File: config.mk
export PLATFORM = sky130hd
export DESIGN_NAME = pong_frame_scheduler_flat
export DESIGN_NICKNAME = d
export VERILOG_FILES = /design/src/rtl/pong_gfx_pkg.sv /design/src/rtl/pong_frame_scheduler_if.sv /design/src/rtl/rect_scanner.sv /design/src/rtl/pong_frame_scheduler.sv /design/src/flat_wrapper.sv
export SDC_FILE = /design/constraint.sdc
export NUM_CORES = 1
export LEC_CHECK = 0
export ABC_AREA = 1
export CAP_MARGIN = 20
export CORE_MARGIN = 2
export CORE_UTILIZATION = 40
export CTS_CLUSTER_DIAMETER = 40
export DETAILED_ROUTE_END_ITERATION = 8
export PLACE_DENSITY = 0.75
export SLEW_MARGIN = 10
export SYNTH_ARGS = -nofsm -noshare
export SYNTH_HDL_FRONTEND = slang
export SYNTH_HIERARCHICAL = 1
export SYNTH_SLANG_ARGS = --single-unit
export TNS_END_PERCENT = 30
File: constraint.sdc
create_clock -name clk -period 8.62 [get_ports clk]
set_input_delay 0.862 -clock clk [delete_from_list [all_inputs] [get_ports clk]]
set_output_delay 0.862 -clock clk [all_outputs]
set_load 0.05 [all_outputs]
File: src/rtl/pong_gfx_pkg.sv
`default_nettype none
// ============================================================================
// pong_gfx_pkg - object geometry, colours, screen limits and scheduler types
// Rev 1.0
// ============================================================================
package pong_gfx_pkg;

    localparam int PADDLE_W = 10;
    localparam int PADDLE_H = 48;
    localparam int BALL_W   = 4;
    localparam int BALL_H   = 4;
    localparam int SCREEN_W = 320;
    localparam int SCREEN_H = 240;

    localparam int XW     = 9;
    localparam int YW     = 8;
    localparam int CW     = 3;
    localparam int SCAN_W = 6;

    localparam logic [CW-1:0] BG_COLOUR   = 3'b000;
    localparam logic [CW-1:0] P1_COLOUR   = 3'b111;
    localparam logic [CW-1:0] P2_COLOUR   = 3'b111;
    localparam logic [CW-1:0] BALL_COLOUR = 3'b111;

    typedef enum logic [1:0] {
        OBJ_P1   = 2'd0,
        OBJ_P2   = 2'd1,
        OBJ_BALL = 2'd2
    } obj_idx_t;

    typedef enum logic [2:0] {
        ST_IDLE   = 3'd0,
        ST_ERASE  = 3'd1,
        ST_UPDATE = 3'd2,
        ST_SAMPLE = 3'd3,
        ST_DRAW   = 3'd4
    } sched_state_t;

    typedef struct packed {
        logic [XW-1:0] x;
        logic [YW-1:0] y;
    } obj_pos_t;

    // Fixed visiting order P1 -> P2 -> BALL; BALL wraps back to P1.
    function automatic obj_idx_t next_obj(input obj_idx_t o);
        case (o)
            OBJ_P1:  return OBJ_P2;
            OBJ_P2:  return OBJ_BALL;
            default: return OBJ_P1;
        endcase
    endfunction

endpackage
`default_nettype wire

File: src/rtl/pong_frame_scheduler_if.sv
`default_nettype none
// ============================================================================
// pong_frame_scheduler_if - single-pixel write port towards the VGA adapter
// Rev 1.0
// ============================================================================
interface pong_frame_scheduler_if;

    logic [8:0] x;
    logic [7:0] y;
    logic [2:0] colour;
    logic       plot;

    modport master (output x, output y, output colour, output plot);
    modport slave  (input  x, input  y, input  colour, input  plot);

endinterface
`default_nettype wire

File: src/rtl/rect_scanner.sv
`default_nettype none
// ============================================================================
// rect_scanner - raster xc/yc counter over a w x h rectangle, loadable to 0,0
// Rev 1.0
// ============================================================================
module rect_scanner
    import pong_gfx_pkg::*;
(
    input  logic              clk,
    input  logic              resetn,
    input  logic [SCAN_W-1:0] w,
    input  logic [SCAN_W-1:0] h,
    input  logic              start,
    input  logic              advance,
    output logic [SCAN_W-1:0] xc,
    output logic [SCAN_W-1:0] yc,
    output logic              last
);

    logic [SCAN_W-1:0] xc_q, xc_d;
    logic [SCAN_W-1:0] yc_q, yc_d;
    logic              row_end;
    logic              col_end;

    assign row_end = (xc_q == w - 6'd1);
    assign col_end = (yc_q == h - 6'd1);
    assign last    = row_end && col_end;
    assign xc      = xc_q;
    assign yc      = yc_q;

    // Wrapping to 0,0 after the last pixel lets the next object start at once.
    always_comb begin
        xc_d = xc_q;
        yc_d = yc_q;
        if (start) begin
            xc_d = '0;
            yc_d = '0;
        end else if (advance) begin
            if (row_end) begin
                xc_d = '0;
                yc_d = col_end ? '0 : yc_q + 6'd1;
            end else begin
                xc_d = xc_q + 6'd1;
            end
        end
    end

    always_ff @(posedge clk or negedge resetn) begin
        if (!resetn) begin
            xc_q <= '0;
            yc_q <= '0;
        end else begin
            xc_q <= xc_d;
            yc_q <= yc_d;
        end
    end

endmodule
`default_nettype wire

File: src/rtl/pong_frame_scheduler.sv
`default_nettype none
// ============================================================================
// pong_frame_scheduler - per-frame erase/update/sample/draw sequencer sharing
// one VGA pixel-write port between paddle 1, paddle 2 and the ball.  Rev 1.0
// ============================================================================
module pong_frame_scheduler
    import pong_gfx_pkg::*;
(
    input  logic                          clk,
    input  logic                          resetn,
    input  logic                          frame_tick,
    input  logic [XW-1:0]                 p1_x,
    input  logic [YW-1:0]                 p1_y,
    input  logic [XW-1:0]                 p2_x,
    input  logic [YW-1:0]                 p2_y,
    input  logic [XW-1:0]                 ball_x,
    input  logic [YW-1:0]                 ball_y,
    pong_frame_scheduler_if.master        vga,
    output logic                          update,
    output logic                          busy,
    output logic                          overrun
);

    localparam logic [XW:0] X_LIMIT = (XW+1)'(SCREEN_W);
    localparam logic [YW:0] Y_LIMIT = (YW+1)'(SCREEN_H);

    sched_state_t       state_q, state_d;
    obj_idx_t           obj_q, obj_d;
    logic               drawn_valid_q, drawn_valid_d;
    logic               overrun_q, overrun_d;
    obj_pos_t [2:0]     shadow_q, shadow_d;

    obj_pos_t           cur_pos;
    logic [SCAN_W-1:0]  cur_w;
    logic [SCAN_W-1:0]  cur_h;
    logic [CW-1:0]      cur_colour;
    logic [SCAN_W-1:0]  xc;
    logic [SCAN_W-1:0]  yc;
    logic               scan_last;
    logic               scanning;
    logic [XW:0]        x_wide;
    logic [YW:0]        y_wide;

    assign scanning = (state_q == ST_ERASE) || (state_q == ST_DRAW);

    rect_scanner u_scanner (
        .clk     (clk),
        .resetn  (resetn),
        .w       (cur_w),
        .h       (cur_h),
        .start   (!scanning),
        .advance (scanning),
        .xc      (xc),
        .yc      (yc),
        .last    (scan_last)
    );

    always_comb begin
        cur_pos    = shadow_q[0];
        cur_w      = SCAN_W'(PADDLE_W);
        cur_h      = SCAN_W'(PADDLE_H);
        cur_colour = P1_COLOUR;
        case (obj_q)
            OBJ_P2: begin
                cur_pos    = shadow_q[1];
                cur_colour = P2_COLOUR;
            end
            OBJ_BALL: begin
                cur_pos    = shadow_q[2];
                cur_w      = SCAN_W'(BALL_W);
                cur_h      = SCAN_W'(BALL_H);
                cur_colour = BALL_COLOUR;
            end
            default: ;
        endcase
    end

    // Sums are kept one bit wider so off-screen pixels are recognised before truncation.
    assign x_wide     = {1'b0, cur_pos.x} + {{(XW+1-SCAN_W){1'b0}}, xc};
    assign y_wide     = {1'b0, cur_pos.y} + {{(YW+1-SCAN_W){1'b0}}, yc};
    assign vga.x      = x_wide[XW-1:0];
    assign vga.y      = y_wide[YW-1:0];
    assign vga.plot   = scanning && (x_wide < X_LIMIT) && (y_wide < Y_LIMIT);
    assign vga.colour = (state_q == ST_DRAW) ? cur_colour : BG_COLOUR;

    assign update  = (state_q == ST_UPDATE);
    assign busy    = (state_q != ST_IDLE);
    assign overrun = overrun_q;

    always_comb begin
        state_d       = state_q;
        obj_d         = obj_q;
        drawn_valid_d = drawn_valid_q;
        shadow_d      = shadow_q;
        overrun_d     = overrun_q | (frame_tick && (state_q != ST_IDLE));
        case (state_q)
            ST_IDLE: begin
                obj_d = OBJ_P1;
                if (frame_tick) begin
                    state_d = drawn_valid_q ? ST_ERASE : ST_UPDATE;
                end
            end
            ST_ERASE: begin
                if (scan_last) begin
                    obj_d = next_obj(obj_q);
                    if (obj_q == OBJ_BALL) begin
                        state_d = ST_UPDATE;
                    end
                end
            end
            ST_UPDATE: begin
                state_d = ST_SAMPLE;
            end
            ST_SAMPLE: begin
                shadow_d[0]   = {p1_x, p1_y};
                shadow_d[1]   = {p2_x, p2_y};
                shadow_d[2]   = {ball_x, ball_y};
                drawn_valid_d = 1'b1;
                state_d       = ST_DRAW;
            end
            ST_DRAW: begin
                if (scan_last) begin
                    obj_d = next_obj(obj_q);
                    if (obj_q == OBJ_BALL) begin
                        state_d = ST_IDLE;
                    end
                end
            end
            default: begin
                state_d = ST_IDLE;
                obj_d   = OBJ_P1;
            end
        endcase
    end

    always_ff @(posedge clk or negedge resetn) begin
        if (!resetn) begin
            state_q       <= ST_IDLE;
            obj_q         <= OBJ_P1;
            drawn_valid_q <= 1'b0;
            overrun_q     <= 1'b0;
            shadow_q      <= '0;
        end else begin
            state_q       <= state_d;
            obj_q         <= obj_d;
            drawn_valid_q <= drawn_valid_d;
            overrun_q     <= overrun_d;
            shadow_q      <= shadow_d;
        end
    end

endmodule
`default_nettype wire

File: src/flat_wrapper.sv
// flat-port wrapper written by rule: the top's interface ports become plain ports
module pong_frame_scheduler_flat import pong_gfx_pkg::*;
  (clk, resetn, frame_tick, p1_x, p1_y, p2_x, p2_y, ball_x, ball_y, update, busy, overrun, vga_x, vga_y, vga_colour, vga_plot);
  pong_frame_scheduler_if vga_i ();
  input  logic clk;
  input  logic resetn;
  input  logic frame_tick;
  input  logic [XW-1:0] p1_x;
  input  logic [YW-1:0] p1_y;
  input  logic [XW-1:0] p2_x;
  input  logic [YW-1:0] p2_y;
  input  logic [XW-1:0] ball_x;
  input  logic [YW-1:0] ball_y;
  output logic update;
  output logic busy;
  output logic overrun;
  output wire logic [$bits(vga_i.x)-1:0] vga_x;
  output wire logic [$bits(vga_i.y)-1:0] vga_y;
  output wire logic [$bits(vga_i.colour)-1:0] vga_colour;
  output wire logic [$bits(vga_i.plot)-1:0] vga_plot;
  assign vga_x = vga_i.x;
  assign vga_y = vga_i.y;
  assign vga_colour = vga_i.colour;
  assign vga_plot = vga_i.plot;
  pong_frame_scheduler u_core (.clk(clk), .resetn(resetn), .frame_tick(frame_tick), .p1_x(p1_x), .p1_y(p1_y), .p2_x(p2_x), .p2_y(p2_y), .ball_x(ball_x), .ball_y(ball_y), .vga(vga_i), .update(update), .busy(busy), .overrun(overrun));
endmodule
==> impl_metrics.py, run 1 <==
metrics = {
    "run_status": {
        "status": "complete, no violations",
    },
    "job": {
        "drv_cap": 0,
    },
    "layout": {
        "nets": 713,
        "finalInstanceArea_mm2": 0.00561,
        "final_util_pct": 51.5,
        "nFillCells": 956,
        "register_area_mm2": 0.00175,
        "multiInputGateArea_mm2": 0.00238,
        "layout_common_cells": "nand2_1, inv_1, clkdlybuf4s50_1",
        "synthToLayoutAreaGrowth_pct": 25.4,
        "diodes": 0,
        "drive_above_1_share_pct": 12.7,
        "final_common_cell": "nand2_1",
    },
    "logic_synthesis": {
        "synth.cell_area_mm2": 0.00447,
        "ys.flop_type": "dfrtp_1",
        "synth_area_per_cell_um2": 8.19,
        "synth_edf_count": 0,
        "yosysSeqAreaShare_pct": 39.2,
        "yosysTopAreaCellShare_pct": 39.2,
        "ys_warn_count": 6,
        "ys_ff_latch": 70,
        "synthArstFlopShare_pct": 100,
        "synth_cell_type_count": 34,
        "synth_cells": 546,
        "synthTopCellsByArea": "dfrtp_1, mux2_2, nand2_1",
        "yosys.area.top_type": "dfrtp_1",
    },
    "worst_hold_path": {
        "min-delay-start": "u_core/overrun$_DFF_PN0_",
        "hold_path_end": "u_core/overrun$_DFF_PN0_",
        "worst_hold_path.num_cells": 1,
        "hold_path.class": "flop to flop",
    },
    "global_routing": {
        "grt_max_degree": 71,
        "grt_usage_pct": 18.6,
        "overflow": 0,
        "grt_pass1_wl_mm": 17.5,
        "grt_pass1_vias": 3873,
        "antenna_found_initial": 0,
    },
    "sta": {
        "final_max_slew_viol_count": 0,
        "min_period_over_period_pct": 61.4,
        "max_freq_mhz": 189,
        "finalWorstSetupSlack_ns": 3.32,
        "hold_viol": 0,
        "tns_ns": 0,
        "rsz0062_at_grt": "false",
        "period_minus_slack_ns": 5.30,
        "fin_skew_ns": 0.0112,
        "slew-limit-headroom_pct": 32.2,
        "worstMarginPinSlew_ns": 1.02,
        "fin_hold_ws_ns": 0.471,
        "setup-violations-final": 0,
    },
    "drt": {
        "wirelength_mm": 10.4,
        "drtPass1Iterations": 5,
        "vias": 3835,
        "wire_per_inst_um": 13.3,
        "vias_per_cell": 4.92,
        "ant_nets": 0,
        "drc_errors": 0,
        "drt_iter0_drc": 152,
    },
    "place": {
        "port_buffers": 77,
        "placed_area_mm2": 0.00540,
        "place_ws_ns": 3.69,
        "gp_congestion": 0.855,
        "hpwl_mm": 8.01,
    },
    "setup_path": {
        "crit_family": "adder cells",
        "reg2reg_from": "u_core/obj_q[0]$_DFFE_PN0P_",
        "startpoint_type": "flop",
        "crit_top_cell": "inv_1",
        "crit_type": "flop to primary output",
        "rrSetupSlack_ns": 4.84,
        "arrival_ns": 4.43,
        "ff2ff_path_depth": 18,
        "crit_chain": "inv_1, ha_1, nand2_1, nand3_1, o21ai_0, inv_1, ha_1, inv_1, fa_1, inv_1, nand4_1, nand3_1, xor2_1, nand2_1, a21oi_1, clkdlybuf4s50_1",
        "path_max_fanout": 25,
        "slowest_delay_ns": 0.84,
        "r2r-end": "u_core/state_q[0]$_DFFE_PN0P_",
        "critPathRequiredTime_ns": 7.76,
        "crit_slowest_cell": "ha_1",
        "critPathBufInv": 5,
        "worstSetupEndpointType": "primary output",
    },
    "clock_network": {
        "post-cts-setup-buffer-count": 0,
        "cts_made_buffers": 9,
        "cts_tree": "built",
        "htreeDepth": 3,
        "cts-root-buf": "clkbuf_8",
        "clock_path_buffers": 2,
        "cts.repair.resized": 0,
        "clock_latency_ns": 0.34,
        "cts_sinks": 70,
        "clkSlewWorstSetupHoldPaths_ns": 0.08,
        "cts_hold_buf": 0,
    },
    "floorplanning": {
        "start_util_pct": 41.0,
        "die_h_um": 110,
        "die_w_um": 110,
        "fp-row-count": 38,
        "core_area_mm2": 0.0109,
        "ios": 78,
        "dieArea_mm2": 0.0120,
    },
    "pwr": {
        "leakage_nw": 2.69,
        "power.density_mw_per_mm2": 438,
        "vdd_drop_max_uv": 280,
    },
}
==> registers in the layout (all words and copies together) (netlist names) <==
| signal | cells |
|---|---|
| u_core/shadow_q | 51 |
| u_core/u_scanner/xc | 6 |
| u_core/obj_q | 2 |
| u_core/drawn_valid_q | 1 |
| u_core/overrun | 1 |
| u_core/state_q | 3 |
| u_core/u_scanner/yc | 6 |
==> synth_stat cells, types with 2 or more instances <==
cell type  number
nor2_1         30
a21oi_1         6
o21ai_0        23
nand3_2         2
inv_2           2
xnor2_1         4
ha_1           20
nand2_2         3
inv_1          80
clkbuf_1        3
xor2_1         17
nor3_1          2
dfrtp_1        70
mux2_2         51
nand2_1       146
nand3_1        51
buf_6           2
fa_1            2
nand4_1         8
buf_2           6
or2_2           2
a21o_1          2
buf_4           3
==> area by class of cell <==
| class | count | area share, % |
|---|---|---|
| clock buffers | 10 | 2.46 |
| clock inverters | 4 | 1.29 |
| inverters | 82 | 5.49 |
| multi-input cells | 395 | 42.5 |
| flip-flops and latches | 70 | 31.2 |
| well taps | 140 | 3.12 |
| repair buffers | 79 | 13.9 |
==> worst max-delay path by stage <==
stage,startpoint,cells past startpoint,endpoint,slack [ns]
floorplan,u_core/obj_q[0]$_DFFE_PN0P_,17,vga_plot,4.04
global placement,u_core/obj_q[0]$_DFFE_PN0P_,16,vga_plot,3.88
detailed placement,u_core/obj_q[0]$_DFFE_PN0P_,16,vga_plot,3.69
CTS,u_core/obj_q[0]$_DFFE_PN0P_,16,vga_plot,3.28
global route,u_core/obj_q[0]$_DFFE_PN0P_,16,vga_plot,2.91
finish,u_core/obj_q[0]$_DFFE_PN0P_,16,vga_plot,3.32
==> per-layer routing <==
metal,track usage [%],vias up,wire (um)
li1,-,1899,-
met1,23.3,1795,4370
met2,33.0,121,5400
met3,2.07,20,471
met4,6.78,0,157
met5,0,-,0
==> kinds of logic after synthesis <==
kind of cell	after synthesis	share of synthesized area (%)
AOI/OAI and AO/OA	35	4.48
xor gates and xnor gates	21	4.12
adders and majority gates	22	6.49
buffers and inverters	96	8.82
DFF	70	39.2
muxes	51	12.8
other	1	0.0839
and+or+nand+nor	250	24.0
==> stage by stage <==
stage	total power, mW	std cells
6_report	2.45	780
5_1_grt	2.63	780
4_1_cts	2.46	780
3_5_place_dp	2.16	766
3_3_place_gp	2.11	766
2_1_floorplan	1.72	561
==> worst reg2reg max path, stage by stage (launching register included) <==
cell	delay [ns]
dfrtp_1	0.41
inv_1	0.11
ha_1	0.84
inv_1	0.45
inv_1	0.14
ha_1	0.22
inv_1	0.08
nand2_1	0.06
nand3_1	0.08
nand2_1	0.06
nand2_1	0.05
nor2_1	0.12
nand3_2	0.15
nor2_1	0.16
inv_1	0.07
o21ai_0	0.26
o21ai_0	0.22
nand2_1	0.10
o21ai_0	0.08
==> power by group <==
group / internal [mW] / total, mW / switching [mW] / leakage (nW)
Clock: 0.167 / 0.288 / 0.121 / 0.104
Combinational: 0.574 / 1.61 / 1.03 / 1.74
Sequential: 0.471 / 0.560 / 0.0885 / 0.844
Power figures use the tool's default switching activity.
==> inputs of run 2 (changes only) <==
==> constraint.sdc (replaced) <==
create_clock -name clk -period 5.2 [get_ports clk]
set_input_delay 0.52 -clock clk [delete_from_list [all_inputs] [get_ports clk]]
set_output_delay 0.52 -clock clk [all_outputs]
set_load 0.05 [all_outputs]
==> run 2 against run 1 <==
Compared with the run above: clock skew is 0.0075 ns lower; critical path depth stayed put; wire length is 0.98% higher; die area stayed put; hold slack worse by 0.10 ns; cell count is 0.51% higher; combinational power is 65% higher; sequential cell count stayed put; non-clock buffer count is 2 higher; core utilization is 0.25 points higher; power is 66% higher; critical path type unchanged; largest power group unchanged.
==> impl_metrics.py, run 2 (same netlist as run 1, synthesis figures left out) <==
metrics = {
    "layout": {
        "finalInstanceArea_mm2": 0.00563,
        "nets": 715,
        "final_common_cell": "nand2_1",
        "layout_common_cells": "nand2_1, inv_1, clkdlybuf4s50_1",
        "diodes": 0,
        "drive_above_1_share_pct": 13.0,
        "final_util_pct": 51.7,
        "top_register": "u_core/shadow_q",
        "synthToLayoutAreaGrowth_pct": 26.0,
        "largest_reg_flops": 51,
    },
    "drt": {
        "ant_nets": 0,
        "vias_per_cell": 4.85,
        "vias": 3804,
        "drtPass1Iterations": 4,
        "drt_iter0_drc": 152,
        "wirelength_mm": 10.5,
        "drc_errors": 0,
        "wire_per_inst_um": 13.4,
    },
    "clock_network": {
        "htreeDepth": 3,
        "clock_path_buffers": 2,
        "cts-root-buf": "clkbuf_8",
        "clkSlewWorstSetupHoldPaths_ns": 0.08,
        "cts_sinks": 70,
        "cts_made_buffers": 9,
        "post-cts-setup-buffer-count": 0,
        "cts_tree": "built",
        "clock_latency_ns": 0.35,
        "cts_hold_buf": 0,
        "cts.repair.resized": 0,
    },
    "setup_path": {
        "worstSetupPathDepth": 16,
        "crit_type": "flop to primary output",
        "path_max_fanout": 17,
        "crit_top_cell": "inv_1",
        "arrival_ns": 4.14,
        "crit_slowest_cell": "clkdlybuf4s50_1",
        "critPathBufInv": 5,
        "critPathRequiredTime_ns": 4.68,
        "slowest_delay_ns": 0.85,
        "startpoint_type": "flop",
        "ff2ff_path_depth": 19,
        "worstSetupEndpointType": "primary output",
        "rrSetupSlack_ns": 1.66,
        "crit_chain": "inv_1, ha_1, nand2_1, nand3_1, o21ai_0, inv_1, ha_1, inv_1, fa_1, inv_1, nand4_1, nand3_1, xor2_1, nand2_1, a21oi_1, clkdlybuf4s50_1",
        "crit_family": "buffers and inverters",
    },
    "sta": {
        "hold_viol": 0,
        "tns_ns": 0,
        "fin_skew_ns": 0.00368,
        "rsz0062_at_grt": "false",
        "max_freq_mhz": 215,
        "slew-limit-headroom_pct": 41.4,
        "period_minus_slack_ns": 4.66,
        "setup-violations-final": 0,
        "final_max_slew_viol_count": 0,
        "worstMarginPinSlew_ns": 0.880,
        "min_period_over_period_pct": 89.6,
    },
    "floorplanning": {
        "dieArea_mm2": 0.0120,
        "core_area_mm2": 0.0109,
        "die_h_um": 110,
        "die_w_um": 110,
        "start_util_pct": 41.0,
        "ios": 78,
        "fp-row-count": 38,
    },
    "pwr": {
        "power.density_mw_per_mm2": 725,
        "leakage_nw": 2.71,
        "vdd_drop_max_uv": 430,
        "p_total_mw": 4.09,
    },
    "global_routing": {
        "overflow": 0,
        "antenna_found_initial": 0,
        "grt_pass1_wl_mm": 17.8,
        "grt_usage_pct": 18.9,
        "grt_max_degree": 71,
        "grt_pass1_vias": 3940,
    },
    "place": {
        "port_buffers": 77,
        "gp_congestion": 0.835,
        "placed_area_mm2": 0.00541,
        "hpwl_mm": 8.16,
    },
    "run_status": {
        "status": "complete, no violations",
    },
    "worst_hold_path": {
        "hold_path.class": "input port to asynchronous set/reset pin",
    },
    "job": {
        "drv_cap": 0,
    },
}
[run 2: worst paths after layout]
check	startpoint	to
min in group clk	u_core/overrun$_DFF_PN0_	u_core/overrun$_DFF_PN0_
max in group asynchronous	resetn	u_core/u_scanner/yc[4]$_DFFE_PN0P_
setup reg to reg	u_core/obj_q[0]$_DFFE_PN0P_	u_core/state_q[0]$_DFFE_PN0P_
hold / removal	resetn	u_core/shadow_q[19]$_DFFE_PN0P_
setup / recovery	u_core/obj_q[0]$_DFFE_PN0P_	vga_plot
hold reg to reg	u_core/overrun$_DFF_PN0_	u_core/overrun$_DFF_PN0_
[run 2: layout make-up]
class / instances / area, um2
clock buffers: 10 / 128
fillers: 990 / 5260
clock inverters: 6 / 95.1
multi-input cells: 395 / 2380
well taps: 140 / 175
repair buffers: 81 / 796
inverters: 82 / 308
flip-flops and latches: 70 / 1750
[run 2: report_power, final]
group | switching [mW] | total (mW) | internal, mW
combinational | 1.70 | 2.66 | 0.959
clock | 0.218 | 0.492 | 0.274
sequential | 0.152 | 0.933 | 0.781
[run 2: stage by stage]
step,hold WS [ns],worst slack [ns],std cells
2_1_floorplan,0.224,0.964,561
3_3_place_gp,0.438,1.08,768
3_5_place_dp,0.470,0.945,768
4_1_cts,0.393,0.528,784
5_1_grt,0.456,0.177,784
6_report,0.371,0.541,784
[run 2: metal layers]
layer	part of all wire, %	global-route usage, %	wire (um)	vias to the layer above
li1	-	-	-	1912
met1	45	23.2	4710	1785
met2	50	33.9	5280	93
met3	3.4	3.44	354	14
met4	1.4	5.24	152	0
met5	0	0	0	-
